## src/rtl/conv_pkg.sv

```systemverilog
// Shared defaults and state encoding for the convolution controller.
package conv_pkg;

   localparam int DEF_DATA_W  = 16;
   localparam int DEF_MAP_DIM = 6;
   localparam int DEF_K_DIM   = 3;

   typedef enum logic [2:0] {
      S_IDLE,
      S_LOAD_K,
      S_LOAD_MAP,
      S_MAC,
      S_EMIT,
      S_DONE
   } state_t;

endpackage

```

## src/rtl/conv_mac.sv

```systemverilog
// Registered multiply-accumulate with clear, enable and zero-tap mask.
module conv_mac #(
   parameter int DATA_W = 16
) (
   input  logic              clk_i,
   input  logic              rst_i,
   input  logic              clr_i,
   input  logic              en_i,
   input  logic              zero_i,
   input  logic [DATA_W-1:0] a_i,
   input  logic [DATA_W-1:0] b_i,
   output logic [DATA_W-1:0] acc_o
);

   logic [DATA_W-1:0] acc_q, acc_d;
   logic [DATA_W-1:0] prod;

   // Only the low DATA_W bits of the product are kept; the sum wraps.
   assign prod = a_i * b_i;

   always_comb begin
      acc_d = acc_q;
      if (clr_i)
         acc_d = '0;
      else if (en_i)
         acc_d = acc_q + (zero_i ? '0 : prod);
   end

   always_ff @(posedge clk_i or posedge rst_i) begin
      if (rst_i)
         acc_q <= '0;
      else
         acc_q <= acc_d;
   end

   assign acc_o = acc_q;

endmodule

```

## src/rtl/conv_ctrl.sv

```systemverilog
// Streaming 2-D convolution controller: loads kernel/map words, then computes
// one output per K_DIM*K_DIM MAC cycles and emits them in row-major order.
module conv_ctrl
   import conv_pkg::*;
#(
   parameter int DATA_W  = DEF_DATA_W,
   parameter int MAP_DIM = DEF_MAP_DIM,
   parameter int K_DIM   = DEF_K_DIM
) (
   input  logic              clk,
   input  logic              rst,
   input  logic              start,
   input  logic              reload_k,
   input  logic              in_valid,
   output logic              in_ready,
   input  logic [DATA_W-1:0] in_data,
   output logic              out_valid,
   input  logic              out_ready,
   output logic [DATA_W-1:0] out_data,
   output logic              busy,
   output logic              done
);

   localparam int MAP_N = MAP_DIM * MAP_DIM;
   localparam int K_N   = K_DIM * K_DIM;
   localparam int CW    = (MAP_N > 1) ? $clog2(MAP_N) : 1;
   localparam int KW    = (K_N > 1) ? $clog2(K_N) : 1;
   localparam int RW    = $clog2(MAP_DIM + 1);
   localparam int TW    = $clog2(K_DIM + 1);

   state_t            state_q, state_d;
   logic [CW-1:0]     ld_q, ld_d;
   logic [RW-1:0]     oi_q, oi_d, oj_q, oj_d;
   logic [TW-1:0]     tm_q, tm_d, tn_q, tn_d;

   logic [DATA_W-1:0] kern_q [K_N];
   logic [DATA_W-1:0] map_q  [MAP_N];

   logic              kern_we, map_we, mac_clr, mac_en, tap_zero;
   logic [CW-1:0]     tap_addr;
   logic [KW-1:0]     kern_addr;
   logic [DATA_W-1:0] acc;

   // Taps falling off the bottom/right edge are masked but still take a cycle.
   always_comb begin
      int r, c;
      r         = int'(oi_q) + int'(tm_q);
      c         = int'(oj_q) + int'(tn_q);
      tap_zero  = (r >= MAP_DIM) || (c >= MAP_DIM);
      tap_addr  = tap_zero ? '0 : CW'(r * MAP_DIM + c);
      kern_addr = KW'(int'(tm_q) * K_DIM + int'(tn_q));
   end

   always_comb begin
      state_d   = state_q;
      ld_d      = ld_q;
      oi_d      = oi_q;
      oj_d      = oj_q;
      tm_d      = tm_q;
      tn_d      = tn_q;
      in_ready  = 1'b0;
      out_valid = 1'b0;
      done      = 1'b0;
      kern_we   = 1'b0;
      map_we    = 1'b0;
      mac_clr   = 1'b0;
      mac_en    = 1'b0;
      case (state_q)
         S_IDLE: begin
            if (start) begin
               ld_d    = '0;
               state_d = reload_k ? S_LOAD_K : S_LOAD_MAP;
            end
         end
         S_LOAD_K: begin
            in_ready = 1'b1;
            if (in_valid) begin
               kern_we = 1'b1;
               if (ld_q == CW'(K_N - 1)) begin
                  ld_d    = '0;
                  state_d = S_LOAD_MAP;
               end else begin
                  ld_d = ld_q + CW'(1);
               end
            end
         end
         S_LOAD_MAP: begin
            in_ready = 1'b1;
            if (in_valid) begin
               map_we = 1'b1;
               if (ld_q == CW'(MAP_N - 1)) begin
                  ld_d    = '0;
                  oi_d    = '0;
                  oj_d    = '0;
                  tm_d    = '0;
                  tn_d    = '0;
                  mac_clr = 1'b1;
                  state_d = S_MAC;
               end else begin
                  ld_d = ld_q + CW'(1);
               end
            end
         end
         S_MAC: begin
            mac_en = 1'b1;
            if (tn_q == TW'(K_DIM - 1)) begin
               tn_d = '0;
               if (tm_q == TW'(K_DIM - 1)) begin
                  tm_d    = '0;
                  state_d = S_EMIT;
               end else begin
                  tm_d = tm_q + TW'(1);
               end
            end else begin
               tn_d = tn_q + TW'(1);
            end
         end
         S_EMIT: begin
            out_valid = 1'b1;
            if (out_ready) begin
               if (oi_q == RW'(MAP_DIM - 1) && oj_q == RW'(MAP_DIM - 1)) begin
                  state_d = S_DONE;
               end else begin
                  mac_clr = 1'b1;
                  state_d = S_MAC;
                  if (oj_q == RW'(MAP_DIM - 1)) begin
                     oj_d = '0;
                     oi_d = oi_q + RW'(1);
                  end else begin
                     oj_d = oj_q + RW'(1);
                  end
               end
            end
         end
         S_DONE: begin
            done    = 1'b1;
            oi_d    = '0;
            oj_d    = '0;
            state_d = S_IDLE;
         end
         default: state_d = S_IDLE;
      endcase
   end

   always_ff @(posedge clk or posedge rst) begin
      if (rst) begin
         state_q <= S_IDLE;
         ld_q    <= '0;
         oi_q    <= '0;
         oj_q    <= '0;
         tm_q    <= '0;
         tn_q    <= '0;
      end else begin
         state_q <= state_d;
         ld_q    <= ld_d;
         oi_q    <= oi_d;
         oj_q    <= oj_d;
         tm_q    <= tm_d;
         tn_q    <= tn_d;
      end
   end

   // Kernel survives between runs; reset restores the all-ones kernel.
   always_ff @(posedge clk or posedge rst) begin
      if (rst) begin
         for (int k = 0; k < K_N; k++)
            kern_q[k] <= DATA_W'(1);
      end else if (kern_we) begin
         kern_q[KW'(ld_q)] <= in_data;
      end
   end

   always_ff @(posedge clk) begin
      if (map_we)
         map_q[ld_q] <= in_data;
   end

   conv_mac #(.DATA_W(DATA_W)) u_mac (
      .clk_i  (clk),
      .rst_i  (rst),
      .clr_i  (mac_clr),
      .en_i   (mac_en),
      .zero_i (tap_zero),
      .a_i    (map_q[tap_addr]),
      .b_i    (kern_q[kern_addr]),
      .acc_o  (acc)
   );

   assign busy     = (state_q != S_IDLE);
   assign out_data = acc;

endmodule

```

## config.mk

```make
export PLATFORM = sky130hd
export DESIGN_NAME = conv_ctrl
export DESIGN_NICKNAME = d
export VERILOG_FILES = /design/src/rtl/conv_pkg.sv /design/src/rtl/conv_mac.sv /design/src/rtl/conv_ctrl.sv
export SDC_FILE = /design/constraint.sdc
export NUM_CORES = 1
export LEC_CHECK = 0
export CORE_ASPECT_RATIO = 2
export CORE_MARGIN = 2
export CORE_UTILIZATION = 35
export CTS_BUF_LIST = sky130_fd_sc_hd__clkbuf_16
export DETAILED_ROUTE_END_ITERATION = 10
export SYNTH_ARGS = -nofsm -noshare
export SYNTH_HDL_FRONTEND = slang
export SYNTH_SLANG_ARGS = --single-unit
export TNS_END_PERCENT = 10
```

## constraint.sdc

```tcl
create_clock -name clk -period 26.6 [get_ports clk]
set_clock_uncertainty 0.2 [all_clocks]
set_input_delay 5.32 -clock clk [delete_from_list [all_inputs] [get_ports clk]]
set_output_delay 5.32 -clock clk [all_outputs]
set_load 0.005 [all_outputs]
```

==> metrics.cfg, run 1 <==
[worst_setup_path]
max_stage_delay_ns=1.02
r2r_end=u_mac.acc_o[15]
reg2reg_from=tm_q[0]
crit_path_top_delay_cell=a221oi_4
end_kind=register
crit_top_cell=fa_1
crit_type=register to register
setup.reg_to_reg.worst_slack_ns=13.71
crit_path_start=tm_q[0]
critPathRequiredTime_ns=27.00
worstRegToRegCells=38
path_max_fanout=62
startpoint_type=register
crit_arrival_ns=13.28

[timing]
finalMaxSlewViolations=0
rsz0062_at_grt=false
fmax_mhz=77.59
final-setup-viol-count=0
setup_tns_ns=0
fin_crit_sh_pct=48.45
max_slew_margin_pct=17.02
worst_pin_slew_ns=1.241
hold_violations=0
min_period_ns=12.89

[place]
port_buffers=41
gp_congestion=0.9402
dp_hpwl_mm=72.56

[synth]
synthTopCellsByArea=edfxtp_1 47%, dfrtp_1 12%, mux2_2 5.0%
netlist_area_um2=36440
ys_ff_latch=755
yosysTopAreaCell=edfxtp_1
yosys_warnings=0
ys_types=104
yosysTopAreaCellShare_pct=47.46
async_reset_ff_share_pct=23.71
syn_avg_cell_area_um2=13.49
synth_ff_type=edfxtp_1
syn-instance-count=2701
ys_seq_area_share_pct=59.78
synth_edf_count=576
syn-num-nets=2897

[cts]
cts_tree=yes
post_cts_buffers=0
htreeDepth=2
cts_num_sinks=755
cts_root_buffer=clkbuf_16
cts_buffers=61
clk_pin_slew_worst_paths_ns=0.07
cts_hold_buf=0
ctsResizeCount=0
clk_latency_ns=0.67
clk_path_buf_depth=3

[floorplanning]
dieWidth_um=232.2
ios=42
rows=167
die-area_um2=106900
die_y_um=460.3
fp.coreArea_um2=103400
start_util_pct=35.23

[grt]
grt_use_total_pct=20.88
grt_pass1_vias=23865
overflow=0
grt_max_degree=97
antenna_found_initial=6
grt_pass1_wl_mm=162.4

[hold_path]
min_path_type=register to register
hold_depth=1
hold_end=kern_q[34]
hp-start=kern_q[34]

[cells_and_area]
layout-drive-gt1-share_pct=16.13
fillCellCount=9681
final_cell_mix=576 x edfxtp_1, 214 x nand2_1, 170 x dfrtp_1, 166 x inv_1, 163 x mux2_2
final_nets=2947
final_common_cell=edfxtp_1
area_delta_synth_final_pct=10.99

[detailed_routing]
ant_nets=0
dr.pass1.iters=5
routed_wl_mm=111.3
viasPerCell=5.660
first_iter_violations=2232
vias=23530
drc=0
wl_per_cell_um=26.78

[run_status]
status=finished clean

[flow_run]
cap_viol_max_count=0

==> flip-flops by register name, indices dropped and copies added, names as in the netlist <==
register,flops
tn_q,2
oj_q,3
u_mac.acc_o,16
tm_q,2
ld_q,6
oi_q,3
map_q,576
kern_q,144
state_q,3
==> metal layers <==
metal	wire length, um	GRT usage (%)	up-vias
li1	-	-	10122
met1	38300	22.84	12095
met2	57410	37.44	996
met3	6610	2.259	313
met4	8985	14.55	4
met5	27	0	-
==> metrics by stage <==
| stage | hold slack, ns | worst slack, ns | instances | instance area [um^2] | utilization (%) |
|---|---|---|---|---|---|
| 3_3_place_gp | 0.2822 | 13.84 | 4040 | 38480 | 37.21 |
| 4_1_cts | 0.3037 | 13.80 | 4154 | 40440 | 39.10 |
| 2_1_floorplan | 0.2739 | 16.24 | 2701 | 36440 | - |
| 5_1_grt | 0.3143 | 13.21 | 4155 | 40450 | 39.10 |
| 3_5_place_dp | 0.2875 | 13.83 | 4040 | 38480 | 37.21 |
| 6_report | 0.3005 | 13.71 | 4157 | 40450 | 39.11 |
==> cells by family after synthesis <==
logic type / Yosys count / synth area share [%]
compound gates: 487 / 9.723
xor+xnor: 55 / 1.456
fa+ha+maj: 174 / 7.766
buf+inv: 308 / 3.718
flops: 755 / 59.78
mux: 279 / 9.150
simple gates: 643 / 8.405
==> layout make-up <==
class	count	area, um^2	area share, %
Sequential cell	755	21790	53.86
Antenna cell	3	7.507	0.01856
Clock buffer	62	1551	3.836
Multi-Input combinational cell	1638	13350	33.01
Inverter	158	598.1	1.479
Timing Repair Buffer	137	1051	2.598
Clock inverter	52	409.1	1.011
Tap cell	1352	1692	4.182
==> Yosys cell counts (69+ instances only) <==
| library cell | number |
|---|---|
| nand3_1 | 69 |
| mux2i_1 | 89 |
| mux2_2 | 163 |
| clkbuf_1 | 74 |
| edfxtp_1 | 576 |
| a21oi_1 | 84 |
| ha_1 | 87 |
| nor2_1 | 161 |
| fa_1 | 87 |
| o21ai_0 | 73 |
| inv_1 | 156 |
| nand2_1 | 215 |
| dfrtp_1 | 170 |
==> how the worst max path moves through the flow <==
stage	to	cells past startpoint
floorplan	kern_q[100]	1
CTS	u_mac.acc_o[15]	38
global placement	u_mac.acc_o[15]	38
global route	u_mac.acc_o[15]	39
finish	u_mac.acc_o[15]	38
detailed placement	u_mac.acc_o[15]	38
==> critical path, delay by kind of cell, from the launching register on <==
family | cells | cell delay (ns)
AO/OA/AOI/OAI | 10 | 3.56
XOR/XNOR | 4 | 1.16
adder cells (fa/ha/maj) | 10 | 4.29
buffers and inverters | 7 | 1.21
flip-flops | 1 | 0.46
AND/OR/NAND/NOR | 7 | 1.91
Power of run 1 is not shown: default switching activity piles up to over one toggle a cycle in this logic, so the estimate is an artifact.
==> inputs of run 2 (changes only) <==
==> constraint.sdc (replaced) <==
create_clock -name clk -period 10.45 [get_ports clk]
set_clock_uncertainty 0.2 [all_clocks]
set_input_delay 2.09 -clock clk [delete_from_list [all_inputs] [get_ports clk]]
set_output_delay 2.09 -clock clk [all_outputs]
set_load 0.005 [all_outputs]
==> run 2 against run 1 <==
  * Sequential share of layout area shrank 4.2 points
  * Design area grew 8.4%
  * Global-route usage grew 1.6 points
  * Die area is the same
==> metrics.cfg, run 2 (synthesis gave the netlist of run 1 again) <==
[cells_and_area]
area_delta_synth_final_pct=20.31  ; was 10.99%
fillCellCount=9392  ; was 9,681
final_cell_mix=576 x edfxtp_1, 338 x buf_4, 214 x nand2_1, 170 x dfrtp_1, 163 x mux2_2  ; was 576 x edfxtp_1, 214 x nand2_1, 170 x dfrtp_1, 166 x inv_1, 163 x mux2_2
regMostFlops=map_q  ; unchanged
final_nets=3241  ; was 2,947
multiInputGateArea_um2=13910  ; was 13,350 um^2
largest_register_ffs=576  ; unchanged
regArea_um2=21790  ; unchanged
layout-drive-gt1-share_pct=27.07  ; was 16.13%
final_common_cell=edfxtp_1  ; unchanged

[grt]
grt_max_degree=116  ; was 97
grt_pass1_vias=25088  ; was 23,865
antenna_found_initial=6  ; unchanged
grt_use_total_pct=22.46  ; was 20.88%
grt_pass1_wl_mm=172.5  ; was 162.4 mm
overflow=0  ; unchanged

[floorplanning]
rows=167  ; unchanged
die-area_um2=106900  ; unchanged
ios=42  ; unchanged
start_util_pct=35.23  ; unchanged
die_y_um=460.3  ; unchanged
dieWidth_um=232.2  ; unchanged
fp.coreArea_um2=103400  ; unchanged

[detailed_routing]
viasPerCell=5.563  ; was 5.660
ant_nets=0  ; unchanged
drc=0  ; unchanged
dr.pass1.iters=6  ; was 5
routed_wl_mm=119.7  ; was 111.3 mm
vias=24726  ; was 23,530
first_iter_violations=2121  ; was 2,232
wl_per_cell_um=26.94  ; was 26.78 um

[timing]
worst_slack_ns=0.1553  ; was 13.71 ns
worst_pin_slew_ns=1.218  ; was 1.241 ns
fmax_mhz=97.14  ; was 77.59 MHz
rsz0062_at_grt=true  ; was false
setup_tns_ns=0  ; unchanged
min_period_ns=10.29  ; was 12.89 ns
final-setup-viol-count=0  ; unchanged
finalMaxSlewViolations=0  ; unchanged
fin_crit_sh_pct=98.51  ; was 48.45%
hold_violations=0  ; unchanged
max_slew_margin_pct=18.81  ; was 17.02%

[hold_path]
min_path_type=register to register  ; unchanged
hp-start=kern_q[125]  ; was kern_q[34]

[cts]
clk_path_buf_depth=3  ; unchanged
cts_buffers=66  ; was 61
cts_hold_buf=0  ; unchanged
cts_tree=yes  ; unchanged
cts_num_sinks=755  ; unchanged
clk_latency_ns=0.64  ; was 0.67 ns
htreeDepth=3  ; was 2
clk_pin_slew_worst_paths_ns=0.07  ; about the same
cts_root_buffer=clkbuf_16  ; unchanged

[worst_setup_path]
path_max_fanout=7  ; was 62
crit_top_cell=fa_1  ; unchanged
crit_arrival_ns=10.66  ; was 13.28 ns
crit_type=register to register  ; unchanged
max_stage_delay_ns=0.57  ; was 1.02 ns
crit_buf_inv=12  ; was 7
crit_path_start=tm_q[0]  ; unchanged
startpoint_type=register  ; unchanged
end_kind=register  ; unchanged
reg2reg_from=tm_q[0]  ; unchanged
cp_top_family=adder cells  ; unchanged
critPathRequiredTime_ns=10.81  ; was 27.00 ns
crit_path_top_delay_cell=fa_1  ; was a221oi_4

[run_status]
status=finished clean  ; unchanged

[place]
place_ws_ns=-0.5196  ; was 13.83 ns
port_buffers=41  ; unchanged
dp_hpwl_mm=81.29  ; was 72.56 mm
gp_congestion=0.9763  ; was 0.9402

[flow_run]
cap_viol_max_count=0  ; unchanged

run 2: cell type report:
type	instances	share of cell area (%)
inverter	158	1.370
sequential	755	49.69
clock inverter	45	0.8361
tap	1352	3.858
multi-input combinational	1638	31.73
clock buffer	70	3.995
timing repair buffer	426	8.515
antenna	1	0.005707
run 2: layer usage:
layer	global-route usage (%)	routed length [um]	part of all wire (%)	up-vias
met3	3.416	7032	5.9	357
met4	17.02	10870	9.1	4
met1	24.51	41570	35	12651
met5	0	27	0.023	-
met2	38.98	60250	50	981
li1	-	-	-	10733
run 2: repair_timing:
action,4_1_cts,5_1_grt
endpoints found under the setup margin,1,2
gates cloned,0,3
pin swaps,12,68
buffers inserted,5,14
gates resized for setup,41,108
run 2: path summary, 6_finish.rpt:
kind / to / slack (ns) / depth (start not counted)
worst max-delay path: u_mac.acc_o[15] / 0.16 / 41
worst min-delay path: kern_q[125] / 0.30 / 1
worst max register to register: u_mac.acc_o[15] / 0.16 / 41
worst min register to register: kern_q[125] / 0.30 / 1
max in group asynchronous: kern_q[90] / 6.55 / 3
min in group asynchronous: kern_q[101] / 1.81 / 2
run 2: worst register-to-register path, delay by kind of cell, from the launching register on:
kind	cells	cell delay, ns
flops	1	0.40
mux	1	0.22
compound gates	9	1.75
simple gates	6	1.47
buf+inv	12	1.14
fa+ha+maj	12	4.93
xor+xnor	1	0.12
run 2: per-stage QoR:
step	cells	instance area (um^2)	hold WS, ns	util [%]
5_1_grt	4445	43850	0.3100	42.39
3_3_place_gp	4307	40840	0.2822	39.48
4_1_cts	4427	43170	0.3051	41.74
2_1_floorplan	2701	36440	0.2739	-
3_5_place_dp	4307	40840	0.2891	39.48
6_report	4445	43850	0.3000	42.39
Power of run 2 is left out for the same reason.
==> variant, RTL diff (flow settings as in run 1) <==
`DEF_DATA_W`: 16 -> 18.
--- a/src/rtl/conv_pkg.sv
+++ b/src/rtl/conv_pkg.sv
@@ -2,5 +2,5 @@
 package conv_pkg;
 
-   localparam int DEF_DATA_W  = 16;
+   localparam int DEF_DATA_W  = 18;
    localparam int DEF_MAP_DIM = 6;
    localparam int DEF_K_DIM   = 3;
Interface: changed (resized in_data and out_data); port bits go from 42 to 46. No check against the original RTL was run, so the function may have changed too.
==> variant against run 1 <==
- first-iteration DRC count is 20% higher
- count of clock-buffer cells in the layout is 16 higher
- sequential share of layout area is 1.2 points lower
- critical endpoint is now u_mac.acc_o[17]$_DFFE_PP0P_
- sequential cell count up 92
- via count increased by 15%
- setup slack improved by 0.33 ns
- critical path depth increased by 6
- design area up 15%
- routed wire length is 19% higher
- largest cell class unchanged
- core utilization up 0.34 points
- area after synthesis grew 14%
Power is left out: the tool's default activity adds up to more than one toggle a clock period on the data nets, which glitch-free logic cannot reach.
==> variant: results (changes against run 1) <==
stage,metric,value,unit,change
place,DP HPWL,86.7,mm,+20%
detailed_routing,via count,27000,,+15%
yosys,ys async rst share,0.235,,-0.00214
worst_setup_path,crit-path max FO,32,,-48%
detailed_routing,post-detailed-routing wire length,132,mm,+19%
place,GPL Wtd Cong,0.971,,+3.3%
yosys,synth top area cells,"edfxtp_1 (47%), dfrtp_1 (11%), mux2_2 (6.1%)",,
clocking,"Setup Fix Bufs, Post-CTS",0,,unchanged
cells_and_area,max reg flops,648,,+13%
yosys,sequential cell area fraction in the yosys report,0.589,,-0.00857
worst_setup_path,Critical-path top delay cell,a22oi_1,,
clocking,H-tree levels,3,,+1
worst_setup_path,"CP delay by family, top",compound AO/OA/AOI/OAI gates,,
outcome,status,finished clean,,
global_route,number of global-route vias before repair,27600,,+16%
global_route,first-pass GRT wire length,193,mm,+19%
hold_path,hold path cells,1,,unchanged
detailed_routing,1st-iter DRT viols,2679,,+20%
global_route,antenna violations before repair,11,,+5
global_route,largest net degree at the start of global routing,127,,+31%
global_route,gr usage total,0.220,,+0.0114
worst_setup_path,delay of the slowest critical-path stage,0.79,ns,-0.23 ns
yosys,Post-synth EDFFs,648,,+13%
yosys,Commonest cells post-synth,"edfxtp_1 (648), nor2_1 (244), mux2_2 (225), inv_1 (218), dfrtp_1 (190)",,
place,Port Buffers,45,,+9.8%
detailed_routing,1st-pass router iterations,6,,+1
sta,Worst Tran Pin Value,1.32,ns,+0.0810 ns
worst_setup_path,arrival time at the worst endpoint,12.95,ns,-0.33 ns
worst_setup_path,R2R depth,44,,+16%
hold_path,Hold Path Class,flip-flop to flip-flop,,
clocking,CTS buffer count,72,,+18%
yosys,synth unique cells,88,,-15%
cells_and_area,Nets,3375,,+15%
cells_and_area,layout cells sized above 1,0.180,,+0.0189
yosys,Mapped Nets,3319,,+15%
-- variant: changes by cell type after synthesis, sizes merged, moves of 26 or more --
cell,delta
nor2,+82
inv,+60
o22ai,+26
mux2,+62
edfxtp,+72
o21ai,+40
fa,+29
a221oi,-42
nand2,-51
-- variant: path summary, 6_finish.rpt --
path,slack [ns],from,endpoint
min in group asynchronous,5.04,rst,kern_q[96]$_DFFE_PP0P_
setup reg to reg,14.04,tm_q[0]$_DFFE_PP0P_,u_mac.acc_o[17]$_DFFE_PP0P_
setup / recovery,14.04,tm_q[0]$_DFFE_PP0P_,u_mac.acc_o[17]$_DFFE_PP0P_
hold reg to reg,0.30,kern_q[51]$_DFFE_PP0P_,kern_q[51]$_DFFE_PP0P_
hold / removal,0.30,kern_q[51]$_DFFE_PP0P_,kern_q[51]$_DFFE_PP0P_
max in group asynchronous,19.58,rst,kern_q[33]$_DFFE_PP0P_
-- variant: layout make-up --
| class | count | area [sq um] |
|---|---|---|
| clock buffer | 78 | 1950 |
| antenna | 10 | 25.0 |
| tap | 1530 | 1910 |
| inverter | 219 | 830 |
| sequential | 847 | 24400 |
| fill | 11000 | 71200 |
| multi-input combinational | 1854 | 15700 |
| timing repair buffer | 148 | 1130 |
| clock inverter | 51 | 424 |
-- variant: cell families after synthesis --
group | after synthesis | synth area share
DFF | 847 | 0.589
and+or+nand+nor | 660 | 0.0725
AOI/OAI and AO/OA | 556 | 0.0920
buffers and inverters | 385 | 0.0390
muxes | 369 | 0.109
adders and majority gates | 209 | 0.0840
xor gates and xnor gates | 60 | 0.0145
-- variant: routing by layer --
layer	GRT usage	part of all wire	up-vias
met5	0	0.000098	-
met4	0.158	0.089	2
met3	0.0336	0.063	427
met2	0.380	0.50	1241
met1	0.244	0.35	13800
li1	-	-	11500
-- variant: through the flow --
step / std cells / setup WS (ns) / hold WS, ns / utilization / instance area (sq um)
2_1_floorplan: 3086 / 15.67 / 0.274 / - / 41500
3_3_place_gp: 4597 / 14.10 / 0.282 / 0.374 / 44000
3_5_place_dp: 4597 / 14.10 / 0.287 / 0.374 / 44000
4_1_cts: 4726 / 14.08 / 0.302 / 0.394 / 46400
5_1_grt: 4729 / 13.14 / 0.306 / 0.394 / 46400
6_report: 4737 / 14.04 / 0.300 / 0.394 / 46400
